--- src/rtl/cpu_pkg.sv ---
// Shared CPU pipeline definitions: exception codes, memory access size
// encoding, the execute-stage request-tracking state type and alignment helpers.
package cpu_pkg;

    localparam logic [5:0] ECODE_ALE  = 6'h09;

    localparam logic [1:0] MEM_SIZE_B = 2'd0;
    localparam logic [1:0] MEM_SIZE_H = 2'd1;
    localparam logic [1:0] MEM_SIZE_W = 2'd2;
    localparam logic [1:0] MEM_SIZE_D = 2'd3;

    typedef enum logic [1:0] {
        S_IDLE = 2'd0,
        S_REQ  = 2'd1,
        S_HOLD = 2'd2
    } ex_state_t;

    // Low address bits that must be zero for an access of the given size.
    function automatic logic [2:0] size_mask(input logic [1:0] size);
        logic [2:0] mask;
        case (size)
            MEM_SIZE_B: mask = 3'b000;
            MEM_SIZE_H: mask = 3'b001;
            MEM_SIZE_W: mask = 3'b011;
            MEM_SIZE_D: mask = 3'b111;
            default:    mask = 3'b000;
        endcase
        return mask;
    endfunction

    // True when a memory access is not naturally aligned to its size.
    function automatic logic misaligned(input logic is_mem, input logic [1:0] size,
                                        input logic [2:0] addr_lo);
        return is_mem & ((addr_lo & size_mask(size)) != 3'b000);
    endfunction

endpackage

--- src/rtl/ex_skid_buf.sv ---
// Generic 1-entry valid/ready skid buffer with flush. The upstream ready is a
// pure register (skid empty), so no combinational path runs from m_ready back
// to s_ready. Order is preserved; flush empties both slots.
module ex_skid_buf #(
    parameter int W = 8
) (
    input  logic         clk,
    input  logic         resetn,
    input  logic         flush,
    input  logic         s_valid,
    output logic         s_ready,
    input  logic [W-1:0] s_data,
    output logic         m_valid,
    input  logic         m_ready,
    output logic [W-1:0] m_data
);

    logic         m_valid_r;
    logic [W-1:0] m_data_r;
    logic         skid_valid_r;
    logic [W-1:0] skid_data_r;
    logic         out_free_s;
    logic         accept_s;

    assign out_free_s = ~m_valid_r | m_ready;
    assign accept_s   = s_valid & ~skid_valid_r;
    assign s_ready    = ~skid_valid_r;
    assign m_valid    = m_valid_r;
    assign m_data     = m_data_r;

    // Output slot and skid slot: refill output from skid first, else from input.
    always_ff @(posedge clk or negedge resetn) begin
        if (!resetn) begin
            m_valid_r    <= 1'b0;
            m_data_r     <= {W{1'b0}};
            skid_valid_r <= 1'b0;
            skid_data_r  <= {W{1'b0}};
        end else if (flush) begin
            m_valid_r    <= 1'b0;
            skid_valid_r <= 1'b0;
        end else if (out_free_s) begin
            if (skid_valid_r) begin
                m_valid_r    <= 1'b1;
                m_data_r     <= skid_data_r;
                skid_valid_r <= 1'b0;
            end else begin
                m_valid_r <= s_valid;
                if (s_valid) begin
                    m_data_r <= s_data;
                end
            end
        end else if (accept_s) begin
            skid_valid_r <= 1'b1;
            skid_data_r  <= s_data;
        end
    end

endmodule

--- src/rtl/ex_stage_pipe.sv ---
// Execute-stage pipeline register. Issues each multi-cycle unit request exactly
// once per instruction, holds the result while downstream stalls, cancels an
// accepted request on kill, flags misaligned accesses, and counts stall cycles.
module ex_stage_pipe #(
    parameter int PAYLOAD_W = 128,
    parameter int ADDR_W    = 32,
    parameter int NUM_FU    = 2,
    parameter int SKID      = 0,
    parameter int CNT_W     = 16
) (
    input  logic                 clk,
    input  logic                 resetn,
    input  logic                 in_valid,
    output logic                 in_ready,
    input  logic [PAYLOAD_W-1:0] in_payload,
    input  logic [NUM_FU-1:0]    in_fu_sel,
    input  logic                 in_is_mem,
    input  logic [1:0]           in_mem_size,
    input  logic [ADDR_W-1:0]    in_addr,
    input  logic                 in_exc,
    input  logic [5:0]           in_ecode,
    input  logic [ADDR_W-1:0]    in_badv,
    input  logic                 kill,
    output logic [NUM_FU-1:0]    fu_req_valid,
    input  logic [NUM_FU-1:0]    fu_req_ready,
    output logic [NUM_FU-1:0]    fu_cancel,
    output logic                 out_valid,
    input  logic                 out_ready,
    output logic [PAYLOAD_W-1:0] out_payload,
    output logic                 out_exc,
    output logic [5:0]           out_ecode,
    output logic [ADDR_W-1:0]    out_badv,
    output logic [CNT_W-1:0]     stall_cnt
);

    import cpu_pkg::*;

    localparam int DW = PAYLOAD_W + 1 + 6 + ADDR_W;

    ex_state_t             state_r;
    ex_state_t             state_nxt_s;
    logic [NUM_FU-1:0]     sel_r;
    logic [NUM_FU-1:0]     fu_cancel_r;
    logic [NUM_FU-1:0]     cancel_nxt_s;
    logic [NUM_FU-1:0]     req_s;
    logic [NUM_FU-1:0]     fire_vec_s;
    logic [CNT_W-1:0]      stall_cnt_r;
    logic                  ale_s;
    logic                  suppress_s;
    logic                  is_fu_s;
    logic                  fire_s;
    logic                  ready_go_s;
    logic                  int_ready_s;
    logic                  push_s;
    logic                  exc_s;
    logic [5:0]            ecode_s;
    logic [ADDR_W-1:0]     badv_s;
    logic [DW-1:0]         bundle_s;
    logic [DW-1:0]         out_bundle_s;

    assign ale_s      = misaligned(in_is_mem, in_mem_size, in_addr[2:0]);
    assign suppress_s = in_exc | ale_s | kill;
    assign is_fu_s    = |in_fu_sel;
    // resetn gating keeps requests quiet while the stage is held in reset.
    assign req_s      = in_fu_sel & {NUM_FU{in_valid & ~suppress_s & (state_r != S_HOLD) & resetn}};
    assign fire_vec_s = req_s & fu_req_ready;
    assign fire_s     = |fire_vec_s;
    assign ready_go_s = ~in_valid | suppress_s | ~is_fu_s | fire_s | (state_r == S_HOLD);
    assign push_s     = in_valid & ready_go_s;
    assign in_ready   = ~in_valid | (ready_go_s & int_ready_s);

    assign exc_s    = in_exc | ale_s;
    assign ecode_s  = in_exc ? in_ecode : (ale_s ? ECODE_ALE : 6'h00);
    assign badv_s   = in_exc ? in_badv : (ale_s ? in_addr : {ADDR_W{1'b0}});
    assign bundle_s = {in_payload, exc_s, ecode_s, badv_s};

    assign fu_req_valid = req_s;
    assign fu_cancel    = fu_cancel_r;
    assign stall_cnt    = stall_cnt_r;
    assign {out_payload, out_exc, out_ecode, out_badv} = out_bundle_s;

    // Next-state and cancel selection for the request-tracking FSM.
    always_comb begin
        state_nxt_s  = state_r;
        cancel_nxt_s = {NUM_FU{1'b0}};
        if (kill) begin
            state_nxt_s = S_IDLE;
            if (state_r == S_HOLD) begin
                cancel_nxt_s = sel_r;
            end else begin
                cancel_nxt_s = fire_vec_s;
            end
        end else begin
            case (state_r)
                S_IDLE, S_REQ: begin
                    if (fire_s) begin
                        state_nxt_s = int_ready_s ? S_IDLE : S_HOLD;
                    end else if (in_valid & is_fu_s & ~suppress_s) begin
                        state_nxt_s = S_REQ;
                    end else begin
                        state_nxt_s = S_IDLE;
                    end
                end
                S_HOLD: begin
                    if (int_ready_s) begin
                        state_nxt_s = S_IDLE;
                    end else begin
                        state_nxt_s = S_HOLD;
                    end
                end
                default: state_nxt_s = S_IDLE;
            endcase
        end
    end

    // FSM state, the unit that accepted the last request, and the cancel pulse.
    always_ff @(posedge clk or negedge resetn) begin
        if (!resetn) begin
            state_r     <= S_IDLE;
            sel_r       <= {NUM_FU{1'b0}};
            fu_cancel_r <= {NUM_FU{1'b0}};
        end else begin
            state_r     <= state_nxt_s;
            fu_cancel_r <= cancel_nxt_s;
            if (fire_s) begin
                sel_r <= fire_vec_s;
            end
        end
    end

    // Saturating count of cycles in which upstream is held off.
    always_ff @(posedge clk or negedge resetn) begin
        if (!resetn) begin
            stall_cnt_r <= {CNT_W{1'b0}};
        end else if (in_valid & ~in_ready & ~kill & ~(&stall_cnt_r)) begin
            stall_cnt_r <= stall_cnt_r + CNT_W'(1);
        end
    end

    if (SKID != 0) begin : g_skid
        logic skid_ready_s;
        ex_skid_buf #(.W(DW)) u_skid (
            .clk     (clk),
            .resetn  (resetn),
            .flush   (kill),
            .s_valid (push_s),
            .s_ready (skid_ready_s),
            .s_data  (bundle_s),
            .m_valid (out_valid),
            .m_ready (out_ready),
            .m_data  (out_bundle_s)
        );
        assign int_ready_s = skid_ready_s;
    end else begin : g_direct
        logic          out_valid_r;
        logic [DW-1:0] out_bundle_r;

        // Direct output register: advances only when downstream accepts.
        always_ff @(posedge clk or negedge resetn) begin
            if (!resetn) begin
                out_valid_r  <= 1'b0;
                out_bundle_r <= {DW{1'b0}};
            end else if (kill) begin
                out_valid_r <= 1'b0;
            end else if (out_ready) begin
                out_valid_r <= push_s;
                if (push_s) begin
                    out_bundle_r <= bundle_s;
                end
            end
        end

        assign int_ready_s  = out_ready;
        assign out_valid    = out_valid_r;
        assign out_bundle_s = out_bundle_r;
    end

endmodule
--- config.mk ---
export PLATFORM = sky130hd
export DESIGN_NAME = ex_stage_pipe
export DESIGN_NICKNAME = d
export VERILOG_FILES = /design/src/rtl/cpu_pkg.sv /design/src/rtl/ex_skid_buf.sv /design/src/rtl/ex_stage_pipe.sv
export SDC_FILE = /design/constraint.sdc
export NUM_CORES = 1
export LEC_CHECK = 0
export BUFFER_PORTS_ARGS = -buffer_cell sky130_fd_sc_hd__buf_2
export CORE_AREA = 3 3 157 159
export CTS_BUF_LIST = sky130_fd_sc_hd__clkbuf_2
export CTS_CLUSTER_DIAMETER = 30
export DETAILED_ROUTE_END_ITERATION = 10
export DIE_AREA = 0 0 160 162
export HOLD_SLACK_MARGIN = 0.05
export PLACE_DENSITY = 0.7
export SYNTH_ARGS = -nofsm -noshare
export SYNTH_HDL_FRONTEND = slang
export SYNTH_SLANG_ARGS = --single-unit
--- constraint.sdc ---
create_clock -name clk -period 1.8 [get_ports clk]
set_input_delay 0.18 -clock clk [delete_from_list [all_inputs] [get_ports clk]]
set_output_delay 0.18 -clock clk [all_outputs]
set_load 0.02 [all_outputs]
==> results of run 1 <==
final cells by class:
class | instances | area (sq um) | share of cell area (%)
clock buffers | 17 | 85.08 | 0.5602
multi-input cells | 341 | 3633 | 23.92
flip-flops and latches | 190 | 4758 | 31.33
well taps | 319 | 399.1 | 2.628
inverters | 3 | 13.76 | 0.09062
repair buffers | 765 | 6128 | 40.35
diodes | 1 | 2.502 | 0.01648
clock inverters | 15 | 167.7 | 1.104
power by group through the flow:
| stage | clock network (W) | logic [W] | registers [W] |
|---|---|---|---|
| CTS | 0.00230 | 0.00433 | 0.00552 |
| floorplan | 0 | 0.000890 | 0.00659 |
| global route | 0.00248 | 0.00524 | 0.00576 |
| global placement | 0 | 0.00350 | 0.00556 |
| finish | 0.00223 | 0.00500 | 0.00567 |
| detailed placement | 0 | 0.00357 | 0.00559 |
how the worst max path moves through the flow:
stage            startpoint                         end  slack, ns  cells after the start
3_5_place_dp     in_addr[0]   g_direct.out_bundle_r[12]      -0.29                      7
4_1_cts          state_r[1]             fu_req_valid[1]      -0.52                      7
5_1_grt          state_r[1]             fu_req_valid[0]      -0.57                      7
3_3_place_gp     in_addr[0]   g_direct.out_bundle_r[12]      -0.25                      7
2_1_floorplan  stall_cnt[0]               stall_cnt[11]     -0.001                      7
6_report         state_r[0]  g_direct.out_bundle_r[128]      -0.40                      9
cell families (layout without fill, tap and decap cells):
logic type	Yosys count	in the layout	share of synthesized area [%]
other	0	1	0
DFF	190	190	62.02
xor gates and xnor gates	15	15	1.714
AOI/OAI and AO/OA	90	90	7.459
adders and majority gates	1	1	0.1632
muxes	129	129	18.95
and+or+nand+nor	106	106	6.512
buffers and inverters	36	800	3.183
registers in the layout (all words and copies together), names as in the netlist:
signal	cells
fu_cancel	2
g_direct.out_bundle_r	167
out_valid	1
sel_r	2
stall_cnt	16
state_r	2
worst max-delay path: stages (launching register included):
cell	delay, ns
dfrtp_1	0.46
and2b_2	0.25
buf_6	0.10
nor3_4	0.03
a311o_2	0.41
buf_12	0.17
buf_16	0.14
buf_12	0.14
buf_8	0.13
mux2_4	0.29
layer usage:
layer	share of wire [%]	routed length [microns]	up-vias
li1	-	-	3520
met1	35	12060	4005
met2	52	18230	441
met3	7.1	2486	127
met4	5.8	2011	0
met5	0	0	-
timing repair:
action / 4_1_cts / 5_1_grt
endpoints found under the setup margin: 136 / 197
cloned: 19 / 5
hold endpoints to repair: 326 / 166
buffers inserted: 38 / 38
pin swaps: 27 / 68
gates resized for setup: 132 / 230
hold buffers: 217 / 13
stage by stage:
stage,worst slack [ns],utilization (%),std cells,setup TNS (ns)
after global routing,-0.5718,64.90,1651,-55.01
after CTS,-0.5213,60.64,1617,-53.19
after detailed placement,-0.2889,44.74,1311,-26.44
after global placement,-0.2512,44.74,1311,-19.54
final,-0.4030,64.90,1651,-44.07
after floorplan,-0.001479,-,567,-0.001479
cell usage in the layout, fill, tap and decap left out, types with 4 or more instances in the layout:
cell type / n
buf_2: 388
nor3_4: 6
buf_4: 53
dlygate4sd3_1: 229
nor2_1: 8
a22oi_1: 30
dfrtp_1: 187
clkbuf_2: 17
mux2_4: 85
xor2_1: 14
buf_6: 41
inv_8: 5
buf_16: 7
nand2_2: 16
buf_8: 19
o21ai_2: 36
nand3_1: 10
a21oi_1: 6
mux2_2: 44
buf_12: 23
nand2_1: 12
clkinv_8: 4
nand2_4: 22
==> results.json, run 1 <==
{
  "clock-root-buffer": "clkbuf_2",
  "grt_pass1_wl_microns": 48690,
  "syn-num-nets": 779,
  "syn_avg_cell_area_sq_um": 13.52,
  "layout_setup_ws_ns": -0.4030,
  "ys_seq_area_share_pct": 62.02,
  "fmax_mhz": 453.9,
  "antenna_found_initial": 1,
  "synth_top_area_share_pct": 62.02,
  "cts.clk_slew.worst_paths_ns": 0.34,
  "worstMarginPinSlew_ns": 1.104,
  "final_area_sq_um": 15190,
  "cts.path.max_buffers": 2,
  "met1_usage_pct": 26.05,
  "setup_violations": 184,
  "groute.usage.overall_pct": 23.98,
  "violations": "setup timing",
  "hp-class": "in2async",
  "p_total_w": 0.01290,
  "synth_edf_count": 0,
  "synth-seq-cells": 190,
  "grt_pass1_vias": 8625,
  "r2r-end": "g_direct.out_bundle_r[128]",
  "pwr-share-clk_pct": 17.3,
  "ys_top_cells_by_count": "190 x dfrtp_1, 105 x mux2_2, 50 x nand2_1",
  "die_area_sq_um": 25920,
  "ir_drop_v": 0.0005668,
  "drv_cap": 0,
  "crit_type": "reg2reg",
  "synthTopCellsByArea": "dfrtp_1 62%, mux2_2 15%, mux2_1 3.5%",
  "die_y_microns": 162,
  "globalRouteOverflowTotal": 0,
  "yosys.area.top_type": "dfrtp_1",
  "gr-max-usage-layer": "met2",
  "synthFlopType": "dfrtp_1",
  "report.final.slew_viol_count": 0,
  "area_growth_pct": 98.12,
  "cts_buffers": 17,
  "htree_levels": 4,
  "detail-route-antenna-nets": 0,
  "drt_iter0_drc": 491,
  "gp_congestion": 0.7771,
  "finalHoldViolations": 0,
  "clock_sinks": 190,
  "status": "finished with violations",
  "avgRoutedWirePerCell_microns": 21.07,
  "synth_area_sq_um": 7666,
  "vias": 8093,
  "min_period_ns": 2.203,
  "r2r_setup_slack_ns": -0.40,
  "fin_nets": 1530,
  "use_met3_pct": 6.580,
  "r2r-start": "state_r[0]",
  "core_sq_um": 23400,
  "seqPwrFrac_pct": 43.9,
  "port_buffers": 399,
  "worstPathMaxFanout": 6,
  "async_reset_ff_share_pct": 100.0,
  "initial_utilization_pct": 32.76,
  "fill_cells": 1605,
  "drive_gt1_share_pct": 61.01,
  "synth_cells": 567,
  "drc": 0,
  "io_pins": 400,
  "p_per_area_nw_per_um2": 849.5,
  "dpl_cell_area_sq_um": 10470,
  "synth.most_common_cell": "dfrtp_1",
  "rsz0062_at_grt": "true",
  "fin_crit_sh_pct": 122.4,
  "leakage_nw": 7.611,
  "arrival_ns": 2.86,
  "clock_latency_ns": 0.74,
  "p_int_w": 0.007994,
  "crit_required_ns": 2.46,
  "end_kind": "flop",
  "switchingPower_w": 0.004909,
  "critical_path.startpoint_type": "flop",
  "die_w_microns": 160,
  "grt_max_degree": 153,
  "skew_ns": 0.04965,
  "ys_types": 39,
  "dp_hpwl_microns": 17420,
  "cts_tree": "built",
  "switching_share_pct": 38.05,
  "p_comb_share_pct": 38.8,
  "ff2ff_path_depth": 9,
  "routed_wl_microns": 34780,
  "use_met2_pct": 43.81,
  "whs_ns": 0.1615,
  "avgViaCountPerCell": 4.902,
  "rows": 56,
  "relSlewSlack_pct": 26.24,
  "yosys_warnings": 0,
  "drt_pass1_iterations": 5
}
(Power assumes the default switching activity.)
==> run 2, diff against run 1 <==
- REMOVE_ABC_BUFFERS: not set -> 1
==> run 2 against run 1 <==
The run still ends with setup timing left. Via count fell by 1.7%. Register-to-register slack better by 0.06 ns. Highest routed layer unchanged. Largest power group unchanged. Hold slack gained 0.0072 ns. Maximum frequency is 1.3% higher. First-iteration DRC count grew 13%. Routed wire length down 4.5%. Global-route usage decreased by 0.99 points. Design area is 3.7% lower. Critical path depth down 2. Sequential power down 0.9%.
==> results.json, run 2 (synthesis gave the netlist of run 1 again) <==
{
  "switching_share_pct": 37.37,
  "drt_pass1_iterations": 5,
  "die_w_microns": 160,
  "cts_tree": "built",
  "crit_top_cell": "buf_6",
  "min_to": "g_direct.out_bundle_r[91]",
  "avgRoutedWirePerCell_microns": 20.66,
  "p_per_area_nw_per_um2": 855.4,
  "drt_iter0_drc": 557,
  "cts_buffers": 17,
  "fill_cells": 1724,
  "p_comb_share_pct": 38.5,
  "status": "finished with violations",
  "cts.clk_slew.worst_paths_ns": 0.34,
  "die_y_microns": 162,
  "slowest_stage": "dfrtp_1",
  "crit_cells": 7,
  "worstHoldPathCells": 3,
  "drive_gt1_share_pct": 59.36,
  "crit_chain": "buf_6 -> inv_4 -> o21ai_2 -> nor4_2 -> buf_4 -> and2_4 -> buf_6",
  "final_area_sq_um": 14620,
  "seqPwrFrac_pct": 45.0,
  "clock_latency_ns": 0.75,
  "ff2ff_path_depth": 9,
  "p_int_w": 0.007832,
  "switchingPower_w": 0.004673,
  "relSlewSlack_pct": 24.25,
  "fin_crit_sh_pct": 120.9,
  "grt_pass1_wl_microns": 47040,
  "dp_hpwl_microns": 17630,
  "drc": 0,
  "initial_utilization_pct": 32.76,
  "crit_path_max_incr_delay_ns": 0.46,
  "largest_register": "g_direct.out_bundle_r",
  "io_pins": 400,
  "area_growth_pct": 90.70,
  "multi_input_area_sq_um": 3590,
  "ir_drop_v": 0.0005898,
  "core_sq_um": 23400,
  "critical_path_buf_inv_count": 4,
  "mostFrequentLayoutCell": "buf_2",
  "r2r-end": "g_direct.out_bundle_r[94]",
  "avgViaCountPerCell": 4.950,
  "port_buffers": 399,
  "dpl_cell_area_sq_um": 10380,
  "globalRouteOverflowTotal": 0,
  "grt_pass1_vias": 8522,
  "detail-route-antenna-nets": 0,
  "fin_nets": 1488,
  "layout_setup_ws_ns": -0.3753,
  "die_area_sq_um": 25920,
  "crit_required_ns": 1.62,
  "crit_type": "reg2out",
  "gp_congestion": 0.7645,
  "pwr-share-clk_pct": 16.5,
  "leakage_nw": 7.453,
  "crit_family": "buffers and inverters",
  "drv_cap": 0,
  "groute.usage.overall_pct": 22.99,
  "vias": 7955,
  "skew_ns": 0.04907,
  "setup_tns_ns": -32.12,
  "report.final.slew_viol_count": 0,
  "routed_wl_microns": 33210,
  "holdCritStartpoint": "in_payload[52]",
  "r2r_setup_slack_ns": -0.34,
  "setup_violations": 168,
  "largest_reg_flops": 167,
  "hp-class": "in2reg",
  "min_period_ns": 2.175,
  "rows": 56,
  "cts.path.max_buffers": 2,
  "critical_path.startpoint_type": "flop",
  "fmax_mhz": 459.7,
  "r2r-start": "state_r[0]",
  "worstMarginPinSlew_ns": 1.134,
  "grt_max_degree": 111,
  "rsz0062_at_grt": "true",
  "violations": "setup timing",
  "clock_sinks": 190,
  "finalHoldViolations": 0,
  "layout_common_cells": "390 x buf_2, 214 x dlygate4sd3_1, 190 x dfrtp_1",
  "worstPathMaxFanout": 4,
  "htree_levels": 4,
  "clock-root-buffer": "clkbuf_2",
  "arrival_ns": 2.00,
  "end_kind": "output pin",
  "antenna_found_initial": 1,
  "post-route-util_pct": 62.47,
  "seq_area_sq_um": 4755
}
## run 2: cell types whose count changed in the layout (fill, tap and decap cells not counted), moves of 6 or more
cell	change
mux2_4	+25
buf_4	-12
nand2_1	+6
dlygate4sd3_1	-15
buf_6	-6
mux2_2	-25
buf_8	-6
## run 2: layer usage
layer	vias up	wire length [microns]	global-route usage, %
li1	3446	-	-
met1	3974	12360	25.81
met2	434	17310	41.87
met3	101	2097	5.458
met4	0	1435	9.625
met5	-	0	0
## run 2: cell type report
type	count	share of cell area [%]
diodes	1	0.01712
clock buffers	17	0.5820
clock inverters	13	0.8987
inverters	3	0.09415
multi-input cells	341	24.55
flip-flops and latches	190	32.52
well taps	319	2.730
repair buffers	723	38.60
## run 2: stage by stage
step,hold WS (ns),total power [W],setup slack (ns),instances
6_report,0.1687,0.01251,-0.3753,1607
5_1_grt,0.06263,0.01308,-0.5379,1607
4_1_cts,0.05257,0.01191,-0.5297,1601
3_5_place_dp,0.1763,0.009073,-0.2311,1311
3_3_place_gp,0.1840,0.008984,-0.1854,1311
2_1_floorplan,-0.1156,0.007440,-4.433,534
## run 2: worst min-delay path, cell delays in order
cell and delay [ns]:
dlygate4sd3_1 0.51, buf_2 0.10, mux2_4 0.13
## run 2: power by group through the flow
stage | Clock [W] | Combinational (W) | Sequential (W)
finish | 0.00207 | 0.00481 | 0.00562
floorplan | 0 | 0.000868 | 0.00657
global route | 0.00231 | 0.00506 | 0.00571
CTS | 0.00217 | 0.00426 | 0.00548
detailed placement | 0 | 0.00353 | 0.00554
global placement | 0 | 0.00347 | 0.00551
## run 2: what timing repair did
action / CTS / global route
hold endpoints to repair: 366 / 4
hold buffers: 215 / 2
pin swaps: 23 / 46
cloned: 14 / 2
endpoints found under the setup margin: 133 / 261
setup buffers: 31 / 18
gates resized for setup: 135 / 229
## run 2: how the worst max path moves through the flow
stage               startpoint                          to  slack, ns
6_report            state_r[1]             fu_req_valid[0]      -0.38
5_1_grt             state_r[1]             fu_req_valid[1]      -0.54
2_1_floorplan  fu_req_ready[0]  g_direct.out_bundle_r[100]      -4.43
3_5_place_dp   fu_req_ready[0]   g_direct.out_bundle_r[55]      -0.23
4_1_cts             state_r[1]             fu_req_valid[0]      -0.53
3_3_place_gp   fu_req_ready[0]   g_direct.out_bundle_r[85]      -0.19
